**src/rtl/atmega_uart_seq.sv**
```systemverilog
`default_nettype none
// ============================================================================
// Module      : atmega_uart_seq
// Description : Autonomous bus-master sequencer for the atmega_uart register
//               port. Programs baud divisor and frame format, enables RX/TX,
//               then polls UCSRA and moves bytes between internal TX/RX FIFOs
//               and UDR. A CPU access on the I/O bus always wins the UART port;
//               the sequencer then holds and retries on the next cycle.
// Ports       : clk, rst                 clock, synchronous active-high reset
//               cfg_start/cfg_stop       run config + polling / disable, idle
//               cfg_ubrr, cfg_ucsrc      baud divisor, frame format
//               running                  high in POLL/RD/WR
//               tx_data/valid/ready      TX FIFO push side
//               rx_data/fe/valid/ready   RX FIFO pop side (first-word-fall-through)
//               cpu_*                    CPU I/O bus side
//               u_*                      UART register port side
// Revision    : 1.0 - initial release
// ============================================================================
module atmega_uart_seq #(
    parameter int                           BUS_ADDR_DATA_LEN = 8,
    parameter logic [BUS_ADDR_DATA_LEN-1:0] UDR_ADDR          = 'hc1,
    parameter logic [BUS_ADDR_DATA_LEN-1:0] UCSRA_ADDR        = 'hc8,
    parameter logic [BUS_ADDR_DATA_LEN-1:0] UCSRB_ADDR        = 'hc9,
    parameter logic [BUS_ADDR_DATA_LEN-1:0] UCSRC_ADDR        = 'hca,
    parameter logic [BUS_ADDR_DATA_LEN-1:0] UBRRL_ADDR        = 'hcc,
    parameter logic [BUS_ADDR_DATA_LEN-1:0] UBRRH_ADDR        = 'hcd,
    parameter int                           TX_AW             = 4,
    parameter int                           RX_AW             = 4
) (
    input  logic                         clk,
    input  logic                         rst,
    input  logic                         cfg_start,
    input  logic                         cfg_stop,
    input  logic [11:0]                  cfg_ubrr,
    input  logic [7:0]                   cfg_ucsrc,
    output logic                         running,
    input  logic [7:0]                   tx_data,
    input  logic                         tx_valid,
    output logic                         tx_ready,
    output logic [7:0]                   rx_data,
    output logic                         rx_fe,
    output logic                         rx_valid,
    input  logic                         rx_ready,
    input  logic [BUS_ADDR_DATA_LEN-1:0] cpu_addr,
    input  logic                         cpu_wr,
    input  logic                         cpu_rd,
    input  logic [7:0]                   cpu_bus_in,
    output logic [7:0]                   cpu_bus_out,
    output logic [BUS_ADDR_DATA_LEN-1:0] u_addr,
    output logic                         u_wr,
    output logic                         u_rd,
    output logic [7:0]                   u_bus_in,
    input  logic [7:0]                   u_bus_out
);

    localparam logic [3:0] c_IDLE  = 4'd0;
    localparam logic [3:0] c_CFG_H = 4'd1;
    localparam logic [3:0] c_CFG_L = 4'd2;
    localparam logic [3:0] c_CFG_C = 4'd3;
    localparam logic [3:0] c_CFG_B = 4'd4;
    localparam logic [3:0] c_POLL  = 4'd5;
    localparam logic [3:0] c_RD    = 4'd6;
    localparam logic [3:0] c_WR    = 4'd7;
    localparam logic [3:0] c_STOP  = 4'd8;

    localparam logic [TX_AW:0] c_TX_ONE = {{TX_AW{1'b0}}, 1'b1};
    localparam logic [RX_AW:0] c_RX_ONE = {{RX_AW{1'b0}}, 1'b1};
    localparam logic [BUS_ADDR_DATA_LEN-1:0] c_ADDR_ZERO = '0;

    logic [3:0] r_state;
    logic [3:0] w_state_nxt;
    logic       r_fe_lat;

    logic                         w_grant;
    logic                         w_stop_req;
    logic                         w_seq_en;
    logic                         w_seq_wr;
    logic                         w_seq_rd;
    logic [BUS_ADDR_DATA_LEN-1:0] w_seq_addr;
    logic [7:0]                   w_seq_data;

    // TX FIFO
    logic [7:0]   r_tx_mem [2**TX_AW];
    logic [TX_AW:0] r_tx_wp;
    logic [TX_AW:0] r_tx_rp;
    logic         w_tx_full;
    logic         w_tx_empty;
    logic         w_tx_push;
    logic         w_tx_pop;
    logic [7:0]   w_tx_head;

    // RX FIFO, entries are {fe, data}
    logic [8:0]   r_rx_mem [2**RX_AW];
    logic [RX_AW:0] r_rx_wp;
    logic [RX_AW:0] r_rx_rp;
    logic         w_rx_full;
    logic         w_rx_empty;
    logic         w_rx_push;
    logic         w_rx_pop;
    logic [8:0]   w_rx_head;

    // ------------------------------------------------------------------
    // Arbitration
    // ------------------------------------------------------------------
    assign w_grant = ~(cpu_wr | cpu_rd);

    // A stop request abandons the pending access, except an RD/WR that is
    // already on the bus this cycle, which is allowed to complete.
    assign w_stop_req = cfg_stop && (r_state != c_IDLE) && (r_state != c_STOP);
    assign w_seq_en   = ~(w_stop_req && (r_state != c_RD) && (r_state != c_WR));

    always_comb begin
        w_seq_wr   = 1'b0;
        w_seq_rd   = 1'b0;
        w_seq_addr = c_ADDR_ZERO;
        w_seq_data = 8'h00;
        case (r_state)
            c_CFG_H: begin
                w_seq_wr   = 1'b1;
                w_seq_addr = UBRRH_ADDR;
                w_seq_data = {4'h0, cfg_ubrr[11:8]};
            end
            c_CFG_L: begin
                w_seq_wr   = 1'b1;
                w_seq_addr = UBRRL_ADDR;
                w_seq_data = cfg_ubrr[7:0];
            end
            c_CFG_C: begin
                w_seq_wr   = 1'b1;
                w_seq_addr = UCSRC_ADDR;
                w_seq_data = cfg_ucsrc;
            end
            c_CFG_B: begin
                w_seq_wr   = 1'b1;
                w_seq_addr = UCSRB_ADDR;
                w_seq_data = 8'h18;          // RXEN | TXEN, interrupts off
            end
            c_POLL: begin
                w_seq_rd   = 1'b1;
                w_seq_addr = UCSRA_ADDR;
            end
            c_RD: begin
                w_seq_rd   = 1'b1;
                w_seq_addr = UDR_ADDR;
            end
            c_WR: begin
                w_seq_wr   = 1'b1;
                w_seq_addr = UDR_ADDR;
                w_seq_data = w_tx_head;
            end
            c_STOP: begin
                w_seq_wr   = 1'b1;
                w_seq_addr = UCSRB_ADDR;
                w_seq_data = 8'h00;
            end
            default: begin
                w_seq_wr   = 1'b0;
                w_seq_rd   = 1'b0;
            end
        endcase
    end

    always_comb begin
        if (!w_grant) begin
            u_addr      = cpu_addr;
            u_wr        = cpu_wr;
            u_rd        = cpu_rd;
            u_bus_in    = cpu_bus_in;
            cpu_bus_out = u_bus_out;
        end else begin
            u_addr      = w_seq_en ? w_seq_addr : c_ADDR_ZERO;
            u_wr        = w_seq_en & w_seq_wr;
            u_rd        = w_seq_en & w_seq_rd;
            u_bus_in    = w_seq_en ? w_seq_data : 8'h00;
            cpu_bus_out = 8'h00;
        end
    end

    // ------------------------------------------------------------------
    // Sequencer FSM
    // ------------------------------------------------------------------
    always_comb begin
        w_state_nxt = r_state;
        if (r_state == c_IDLE) begin
            if (cfg_start && !cfg_stop) begin
                w_state_nxt = c_CFG_H;
            end
        end else if (w_stop_req) begin
            w_state_nxt = c_STOP;
        end else if (w_grant) begin
            case (r_state)
                c_CFG_H: w_state_nxt = c_CFG_L;
                c_CFG_L: w_state_nxt = c_CFG_C;
                c_CFG_C: w_state_nxt = c_CFG_B;
                c_CFG_B: w_state_nxt = c_POLL;
                c_POLL: begin
                    // u_bus_out carries UCSRA here: bit7 RXC, bit5 UDRE
                    if (u_bus_out[7] && !w_rx_full) begin
                        w_state_nxt = c_RD;
                    end else if (u_bus_out[5] && !w_tx_empty) begin
                        w_state_nxt = c_WR;
                    end
                end
                c_RD:    w_state_nxt = c_POLL;
                c_WR:    w_state_nxt = c_POLL;
                c_STOP:  w_state_nxt = c_IDLE;
                default: w_state_nxt = c_IDLE;
            endcase
        end
    end

    always_ff @(posedge clk) begin
        if (rst) begin
            r_state  <= c_IDLE;
            r_fe_lat <= 1'b0;
        end else begin
            r_state <= w_state_nxt;
            // FE must be taken from the same UCSRA read that saw RXC, since
            // reading UDR afterwards updates the flag.
            if (w_grant && !w_stop_req && (r_state == c_POLL)) begin
                r_fe_lat <= u_bus_out[4];
            end
        end
    end

    assign running = (r_state == c_POLL) || (r_state == c_RD) || (r_state == c_WR);

    // ------------------------------------------------------------------
    // TX FIFO
    // ------------------------------------------------------------------
    assign w_tx_empty = (r_tx_wp == r_tx_rp);
    assign w_tx_full  = (r_tx_wp[TX_AW] != r_tx_rp[TX_AW]) &&
                        (r_tx_wp[TX_AW-1:0] == r_tx_rp[TX_AW-1:0]);
    assign tx_ready   = ~w_tx_full;
    assign w_tx_push  = tx_valid & ~w_tx_full;
    assign w_tx_pop   = w_grant && (r_state == c_WR);
    assign w_tx_head  = r_tx_mem[r_tx_rp[TX_AW-1:0]];

    always_ff @(posedge clk) begin
        if (rst) begin
            r_tx_wp <= '0;
            r_tx_rp <= '0;
        end else begin
            if (w_tx_push) r_tx_wp <= r_tx_wp + c_TX_ONE;
            if (w_tx_pop)  r_tx_rp <= r_tx_rp + c_TX_ONE;
        end
    end

    always_ff @(posedge clk) begin
        if (w_tx_push) r_tx_mem[r_tx_wp[TX_AW-1:0]] <= tx_data;
    end

    // ------------------------------------------------------------------
    // RX FIFO
    // ------------------------------------------------------------------
    assign w_rx_empty = (r_rx_wp == r_rx_rp);
    assign w_rx_full  = (r_rx_wp[RX_AW] != r_rx_rp[RX_AW]) &&
                        (r_rx_wp[RX_AW-1:0] == r_rx_rp[RX_AW-1:0]);
    assign rx_valid   = ~w_rx_empty;
    assign w_rx_push  = w_grant && (r_state == c_RD);
    assign w_rx_pop   = rx_ready & ~w_rx_empty;
    assign w_rx_head  = r_rx_mem[r_rx_rp[RX_AW-1:0]];

    // Storage is not reset, so the head is masked while the FIFO is empty.
    assign rx_data = w_rx_empty ? 8'h00 : w_rx_head[7:0];
    assign rx_fe   = w_rx_empty ? 1'b0  : w_rx_head[8];

    always_ff @(posedge clk) begin
        if (rst) begin
            r_rx_wp <= '0;
            r_rx_rp <= '0;
        end else begin
            if (w_rx_push) r_rx_wp <= r_rx_wp + c_RX_ONE;
            if (w_rx_pop)  r_rx_rp <= r_rx_rp + c_RX_ONE;
        end
    end

    always_ff @(posedge clk) begin
        if (w_rx_push) r_rx_mem[r_rx_wp[RX_AW-1:0]] <= {r_fe_lat, u_bus_out};
    end

endmodule
`default_nettype wire
```
**config.mk**
```make
export PLATFORM = sky130hd
export DESIGN_NAME = atmega_uart_seq
export DESIGN_NICKNAME = d
export VERILOG_FILES = /design/src/rtl/atmega_uart_seq.sv
export SDC_FILE = /design/constraint.sdc
export NUM_CORES = 1
export LEC_CHECK = 0
export BUFFER_PORTS_ARGS = -buffer_cell sky130_fd_sc_hd__buf_2
export CAP_MARGIN = 10
export CORE_MARGIN = 2
export CORE_UTILIZATION = 40
export DETAILED_ROUTE_END_ITERATION = 12
export GPL_TIMING_DRIVEN = 0
export PLACE_DENSITY = 0.6
export SLEW_MARGIN = 20
export SYNTH_ARGS = -nofsm -noshare
export SYNTH_HDL_FRONTEND = slang
export SYNTH_SLANG_ARGS = --single-unit
```
**constraint.sdc**
```tcl
create_clock -name clk -period 7.3 [get_ports clk]
set_input_delay 1.46 -clock clk [delete_from_list [all_inputs] [get_ports clk]]
set_output_delay 1.46 -clock clk [all_outputs]
set_load 0.02 [all_outputs]
```
Yosys cells after proc, flatten, opt, wreduce, memory -nomap -nowiden
Memories as Yosys holds them, arrays and structs flattened. A register that Yosys moved wholly into a read port is not among the register bits.
Cells that the tools add are included.
Word-level totals
  register bits: 25
  bits in writable memories: 272
  input port bits: 60
  memories kept: 2
  output and inout bits: 38
  logic and storage cells: 96
Memory list
  r_rx_mem: words 16, width 9, rd ports 1, clocked after Yosys merged registers in 1, wr ports 1, RTL line 93  | logic [8:0] r_rx_mem [2**RX_AW];
  r_tx_mem: words 16, width 8, rd ports 1, clocked after Yosys merged registers in 1, wr ports 1, RTL line 83  | logic [7:0] r_tx_mem [2**TX_AW];
Cells by class
  multiplexer cells: 28
  equal/unequal tests: 20
  $add $sub $neg: 4
  reduce and logical (&&, ||, !) cells: 27
  bitwise operators: 9
Operators by type and width (number)
  8-bit 2-to-1 mux: 6
  8-bit case mux with 6 select lines: 1
  4-bit 2-to-1 mux: 10
  8-bit case mux with 5 select lines: 1
  5-bit by 1-bit adder with 5-bit output, second input constant: 4
  4-bit case mux with 5 select lines: 1
  4-bit by 3-bit equality test with 1-bit output, second input constant: 4
  1-bit logical AND: 13
  5-bit equality test: 2
  1-bit 2-to-1 mux: 9
  4-bit by 2-bit equality test with 1-bit output, second input constant: 2
  4-bit equality test: 2
  4-bit by 3-bit inequality test with 1-bit output, second input constant: 2
  2-bit OR reduction: 3
  6-bit OR reduction: 1
  5-bit inequality test, second input constant: 1
  1-bit bitwise AND: 4
  4-bit by 1-bit equality test with 1-bit output, second input constant: 1
  4-bit equality test, second input constant: 1
  1-bit logical NOT: 4
  4-bit logical NOT: 1
  4-bit inequality test, second input constant: 1
  1-bit NOT: 4
  4-bit nonzero test: 1
  other kinds (7): 9

Depth between registers and ports, before layout
Gate-level depths: netlist (run 1).
  depth after elaboration: 9
  mapped depth: 7
  depth with buffers taken out: 6

Worst setup path before layout (run 1)
No wires, ideal clock.
  path type: input-to-output
  from: input port cpu_wr
  to: output port u_bus_in[0]
  arrival time: 2.815 ns
  data required time: 5.840 ns
  stages on the path: 5
  path slack: 3.025 ns
  path buffers: 2
  path through: or2_1 -> clkbuf_1 -> nor3_1 -> buf_2 -> a221o_1
Between the ends
  word-level cells in the longest chain between the ends: 2
Ends and longest elaborated chain
  start: declaration: RTL line 45  | input logic cpu_wr,
  1-bit OR: RTL line 105  | assign w_grant = ~(cpu_wr | cpu_rd);
  8-bit 2-to-1 mux: RTL line 164  | if (!w_grant) begin
  end: declaration: RTL line 52  | output logic [7:0] u_bus_in,
No other way between the ends.

Worst setup path in the final report (run 1)
Ends and elaborated chain as after synthesis.

==> results.json, run 1 <==
{
  "crit_path_end_kind": "output pin",
  "rsz0062_at_grt": "no",
  "fin_nets": 901,
  "critPathKind": "in2out",
  "drt-pass1-iter-count": 7,
  "status": "complete, no violations",
  "crit_slowest_cell": "or3_1",
  "ant_nets": 0,
  "mappedNetlistArea_um2": 12700,
  "p_leak_nw": 4.90,
  "clk_path_buf_depth": 3,
  "initial_utilization_pct": 40.4,
  "cts-root-buf": "clkbuf_16",
  "grt_pass1_wl_mm": 42.8,
  "grt_pass1_vias": 6884,
  "yosysTopAreaCellShare_pct": 64.2,
  "dieWidth_um": 182,
  "postCtsSetupBuffers": 0,
  "hpwlAfterDp_mm": 19.3,
  "drc": 0,
  "final_common_cell": "edfxtp_1",
  "finClkSkew_ps": 10.4,
  "num_antenna_cells": 0,
  "path_common_cell": "buf_2",
  "synth-edff-count": 272,
  "min_period_over_period_pct": 65.8,
  "drtIter0Drc": 521,
  "htree_levels": 1,
  "core_um2": 31500,
  "power_density_nw_per_um2": 249,
  "drv_cap": 0,
  "antenna_found_initial": 0,
  "slowest_delay_ps": 470,
  "setup-tns-final_ps": 0,
  "clock-sinks": 305,
  "regArea_um2": 8830,
  "die_area_um2": 33300,
  "syn_nets": 770,
  "cp-start-kind": "primary input",
  "tightest_slew_ps": 1050,
  "cts_hold_buf": 0,
  "syn_inst": 700,
  "multi_input_area_um2": 3720,
  "cts_buffers": 31,
  "grt-ovfl-total": 0,
  "fillers": 2655,
  "post_drt_wl_per_cell_um": 22.6,
  "yosys_warnings": 0,
  "min-delay-path-class": "reg2reg",
  "rrSetupSlack_ps": 4620,
  "grt_util_all_layers_pct": 17.2,
  "yosys-top-cells-area": "edfxtp_1, mux4_2, mux4_1",
  "clock_latency_ps": 540,
  "crit_arrival_ps": 3350,
  "cts.repair.resized": 0,
  "clk_pin_slew_ps": 60,
  "timing.hold.ws_ps": 540,
  "fmax_mhz": 208,
  "ys_seq_area_share_pct": 69.4,
  "ys.flop_type": "edfxtp_1",
  "relSlewSlack_pct": 29.7,
  "drv_slew": 0,
  "critPathMaxFanout": 10,
  "portBuffers": 96,
  "final_cell_mix": "edfxtp_1, buf_2, nor2_1",
  "synthArstFlopShare_pct": 0,
  "io_pins": 98,
  "synth_cell_types": 48,
  "setup_viol": 0,
  "crit_chain": "buf_2 > or2_1 > clkbuf_1 > or3_1 > nor2_1 > a221o_1 > buf_2",
  "cts_tree": "done",
  "die_h_um": 182,
  "ir_drop_uv": 200,
  "gp_congestion": 0.852,
  "routed_via_density": 5.40,
  "via_count": 6781,
  "grt_start_max_net_pins": 20,
  "wl_mm": 28.4,
  "crit_required_ps": 5840,
  "period_needed_ps": 4810,
  "synth.largest_area_cell": "edfxtp_1",
  "rows": 65,
  "syn_area_per_cell_um2": 18.2,
  "synth-seq-cells": 305,
  "finalHoldViolCount": 0,
  "syn_to_final_growth_pct": 15.6,
  "final_layout_size_suffix_gt1_share_pct": 26.8
}
## metal layers
layer	GRT usage, %	share of wire [%]	vias up
met3	2.16	4.0	38
li1	-	-	3080
met5	0	0	-
met4	3.48	1.7	0
met2	29.3	49	190
met1	24.1	45	3473
## synthesized netlist by cell type, types with 3 or more instances
cell	instances
buf_1	7
xnor2_1	7
clkbuf_1	18
and2_1	19
nor3_1	15
xor2_1	19
o21a_1	3
edfxtp_1	272
o21ai_0	10
mux4_2	57
nand2b_1	9
nor4_1	4
buf_2	11
or3_1	3
mux2_2	4
inv_1	7
nor2_1	68
mux4_1	28
a221o_1	8
nand2_1	25
buf_6	3
dfxtp_1	33
a22oi_1	6
o31ai_1	3
a21oi_1	10
nor2b_1	5
nand4_1	6
ha_1	10
mux2i_1	7
## cells by family after synthesis
family	synth area share (%)
xor+xnor	1.79
compound gates	3.22
fa+ha+maj	0.983
flops	69.4
buf+inv	1.76
mux	16.8
simple gates	6.10
## state kept, by name (all words and copies together) (netlist names), named ones only
| register | count |
|---|---|
| r_fe_lat | 1 |
| r_rx_mem | 144 |
| r_rx_rp | 5 |
| r_rx_wp | 5 |
| r_state | 4 |
| r_tx_mem | 128 |
| r_tx_rp | 5 |
| r_tx_wp | 5 |
## area by class of cell
| cell class | instances | share of cell area, % |
|---|---|---|
| plain buffers | 40 | 1.34 |
| flip-flops and latches | 305 | 60.0 |
| well taps | 402 | 3.42 |
| inverters | 7 | 0.179 |
| clock inverters | 12 | 0.714 |
| repair buffers | 98 | 3.37 |
| multi-input cells | 348 | 25.3 |
| clock buffers | 44 | 5.74 |
## critical path: cells and delay by family
| family | cells | cell delay (ps) |
|---|---|---|
| AO/OA/AOI/OAI | 1 | 180 |
| buffers and inverters | 3 | 570 |
| AND/OR/NAND/NOR | 3 | 1130 |
## where the power goes
group	leakage, nW	internal (mW)	total, mW	switching (mW)
Clock	0.467	0.868	1.50	0.629
Combinational	1.69	0.0857	0.253	0.167
Sequential	2.74	1.91	1.92	0.00910
Total	4.90	2.87	3.67	0.805
## through the flow
step	setup slack [ps]	instance area (um^2)	total power, mW	std cells	util [%]
finish	2490	14700	3.67	1256	46.8
global placement	2510	13700	2.20	1198	43.6
detailed placement	2500	13800	2.21	1200	43.7
CTS	2480	14700	3.70	1256	46.8
floorplan	3030	12700	2.11	700	-
global route	2390	14700	3.78	1256	46.8
## worst paths after layout
path                     to        from  cells past startpoint
max             u_bus_in[0]      cpu_wr                      7
min              r_tx_wp[4]  r_tx_wp[4]                      2
max reg2reg  r_rx_mem[7][8]  r_state[0]                      4
min reg2reg      r_tx_wp[4]  r_tx_wp[4]                      2
No activity file was read; power rests on OpenSTA's default activity.
==> run 2: changes to the inputs <==
--- a/config.mk
+++ b/config.mk
@@ -5,6 +5,7 @@
 export SDC_FILE = /design/constraint.sdc
 export NUM_CORES = 1
 export LEC_CHECK = 0
+export ABC_AREA = 1
 export BUFFER_PORTS_ARGS = -buffer_cell sky130_fd_sc_hd__buf_2
 export CAP_MARGIN = 10
 export CORE_MARGIN = 2
==> constraint.sdc (replaced) <==
create_clock -name clk -period 4.8 [get_ports clk]
set_input_delay 0.96 -clock clk [delete_from_list [all_inputs] [get_ports clk]]
set_output_delay 0.96 -clock clk [all_outputs]
set_load 0.02 [all_outputs]
==> results.json, run 2 <==
{
  "clock-sinks": 305,
  "yosysMostFrequentCell": "edfxtp_1",
  "ir_drop_uv": 263,
  "drtIter0Drc": 887,
  "final_common_cell": "edfxtp_1",
  "p_switching_mw": 1.87,
  "r2r_cells": 6,
  "fmax_mhz": 281,
  "grtUsageMet1_pct": 27.5,
  "die_h_um": 186,
  "gp_congestion": 0.878,
  "drc": 0,
  "status": "complete, no violations",
  "grt_pass1_wl_mm": 51.1,
  "hpwlAfterDp_mm": 22.8,
  "setup-tns-final_ps": 0,
  "drt-pass1-iter-count": 5,
  "tightest_slew_ps": 1040,
  "power_switching_share_pct": 28.6,
  "antenna_found_initial": 0,
  "die_area_um2": 34500,
  "p_total_mw": 6.53,
  "dpl_cell_area_um2": 14200,
  "rsz0062_at_grt": "no",
  "grt_start_max_net_pins": 19,
  "synth_cell_types": 41,
  "initial_utilization_pct": 40.6,
  "mappedNetlistArea_um2": 13200,
  "finClkSkew_ps": 28.3,
  "reg2reg_from": "r_state[1]",
  "grt-ovfl-total": 0,
  "crit_family": "simple AND/OR/NAND/NOR gates",
  "core_um2": 32500,
  "p_clk_share_pct": 37.4,
  "wl_mm": 34.2,
  "critPathKind": "reg2out",
  "hold_start": "r_rx_wp[4]",
  "clk_path_buf_depth": 3,
  "syn_to_final_growth_pct": 15.9,
  "hold_path_depth": 1,
  "cp-start-kind": "flip-flop",
  "via_count": 9409,
  "drv_cap": 0,
  "crit_slowest_cell": "dfxtp_1",
  "cts_buffers": 35,
  "dieWidth_um": 186,
  "yosys_warnings": 0,
  "p_leak_nw": 5.69,
  "synth-seq-cells": 305,
  "grt_util_all_layers_pct": 19.8,
  "synthArstFlopShare_pct": 0,
  "relSlewSlack_pct": 30.5,
  "post_drt_wl_per_cell_um": 19.0,
  "synth_common_cells": "edfxtp_1, nand2_1, nor2_1",
  "finalHoldViolCount": 0,
  "worstReg2RegEnd": "r_rx_mem[2][4]",
  "fin_area_um2": 15300,
  "critical_path_buf_inv_count": 2,
  "cell_internal_pwr_mw": 4.66,
  "setup_viol": 0,
  "yosysTopAreaCellShare_pct": 61.9,
  "synth.largest_area_cell": "edfxtp_1",
  "crit_required_ps": 3840,
  "ys_seq_area_share_pct": 66.9,
  "setup_slack_ps": 1240,
  "clk_pin_slew_ps": 50,
  "rows": 66,
  "power_frac_seq_pct": 45.4,
  "final_cell_mix": "edfxtp_1, nand2_1, nor2_1",
  "final_layout_size_suffix_gt1_share_pct": 17.3,
  "use_met2_pct": 32.3,
  "num_antenna_cells": 0,
  "crit_arrival_ps": 2600,
  "syn_inst": 1197,
  "place_ws_ps": 1630,
  "power_density_nw_per_um2": 427,
  "postCtsSetupBuffers": 0,
  "largest_reg_flops": 144,
  "combPwrFrac_pct": 17.1,
  "drv_slew": 0,
  "portBuffers": 97,
  "htree_levels": 2,
  "critPathMaxFanout": 10,
  "clock_latency_ps": 540,
  "crit_chain": "clkbuf_1 > o21ai_0 > o22ai_1 > nand2_1 > nand3_1 > nand3_1 > nand2_1 > nand2_1 > nand2_1 > buf_2",
  "period_needed_ps": 3560,
  "holdPathEnd": "r_rx_wp[4]",
  "fin_nets": 1401,
  "routed_via_density": 5.23,
  "cts_tree": "done",
  "grt_pass1_vias": 8921,
  "min-delay-path-class": "reg2reg",
  "syn_nets": 1267,
  "syn_area_per_cell_um2": 11.0,
  "min_period_over_period_pct": 74.2,
  "timing.hold.ws_ps": 500,
  "slowest_delay_ps": 460,
  "synth-edff-count": 272,
  "cts_hold_buf": 0,
  "ys.flop_type": "edfxtp_1",
  "cts-root-buf": "clkbuf_16",
  "crit_path_end_kind": "output pin",
  "met3_usage_pct": 3.42,
  "ant_nets": 0,
  "top_usage_layer": "met2",
  "io_pins": 98,
  "yosys-top-cells-area": "edfxtp_1, dfxtp_1, nand2_1",
  "path_common_cell": "nand2_1",
  "cts.repair.resized": 0,
  "rrSetupSlack_ps": 2460
}
run 2: cell count changes after synthesis, moves of 36 or more:
cell	before	now
inv_1	7	102
nand2_1	25	162
o22ai_1	1	37
o21ai_0	10	105
o21ai_1	0	36
nor2_1	68	127
nand3_1	1	60
a21oi_1	10	77
mux4_2	57	0
run 2: per-layer routing:
layer	vias up	routed length (um)
met5	-	0
met4	0	631
met3	54	2740
met2	390	16100
met1	4496	14800
li1	4469	-
run 2: worst max-delay path by stage:
stage	slack (ps)	startpoint	end	cells after the start
2_1_floorplan	2010	cpu_wr	u_wr	3
3_3_place_gp	1620	cpu_wr	u_bus_in[4]	7
3_5_place_dp	1630	cpu_wr	u_addr[6]	7
4_1_cts	1240	flip-flop	u_bus_in[0]	10
5_1_grt	1100	flip-flop	u_bus_in[0]	11
6_report	1240	flip-flop	u_bus_in[0]	10
run 2: cell families (layout without fill, tap and decap cells):
family,Yosys count,count (layout),synth area share [%]
DFF,305,305,66.9
adders and majority gates,10,10,0.948
muxes,4,4,0.303
buffers and inverters,184,345,5.68
xor gates and xnor gates,6,6,0.398
and+or+nand+nor,393,393,13.3
AOI/OAI and AO/OA,295,295,12.4
run 2: worst reg2reg max path, stage by stage, from the launching register on:
cell and delay (ps):
dfxtp_1 480, inv_2 100, nor2_2 140, nand3_2 140
clkinv_2 120, nand2_1 180, nor2_1 820
run 2: power by group through the flow:
stage / sequential, mW / combinational, mW / clock, mW
2_1_floorplan: 3.01 / 0.782 / 0
3_3_place_gp: 3.02 / 1.11 / 0
3_5_place_dp: 3.02 / 1.11 / 0
4_1_cts: 2.97 / 1.12 / 2.47
5_1_grt: 2.97 / 1.25 / 2.58
6_report: 2.97 / 1.12 / 2.45
run 2: area by class of cell:
class,instances,area (um^2)
fillers,3009,17200
flip-flops and latches,305,8830
multi-input cells,708,3620
clock buffers,46,937
well taps,442,553
inverters,130,500
repair buffers,97,485
plain buffers,54,249
clock inverters,18,124
run 2: per-stage QoR:
step | cells | util (%)
6_report | 1800 | 47.0
3_5_place_dp | 1736 | 43.8
3_3_place_gp | 1736 | 43.8
4_1_cts | 1800 | 47.0
2_1_floorplan | 1197 | -
5_1_grt | 1800 | 47.0
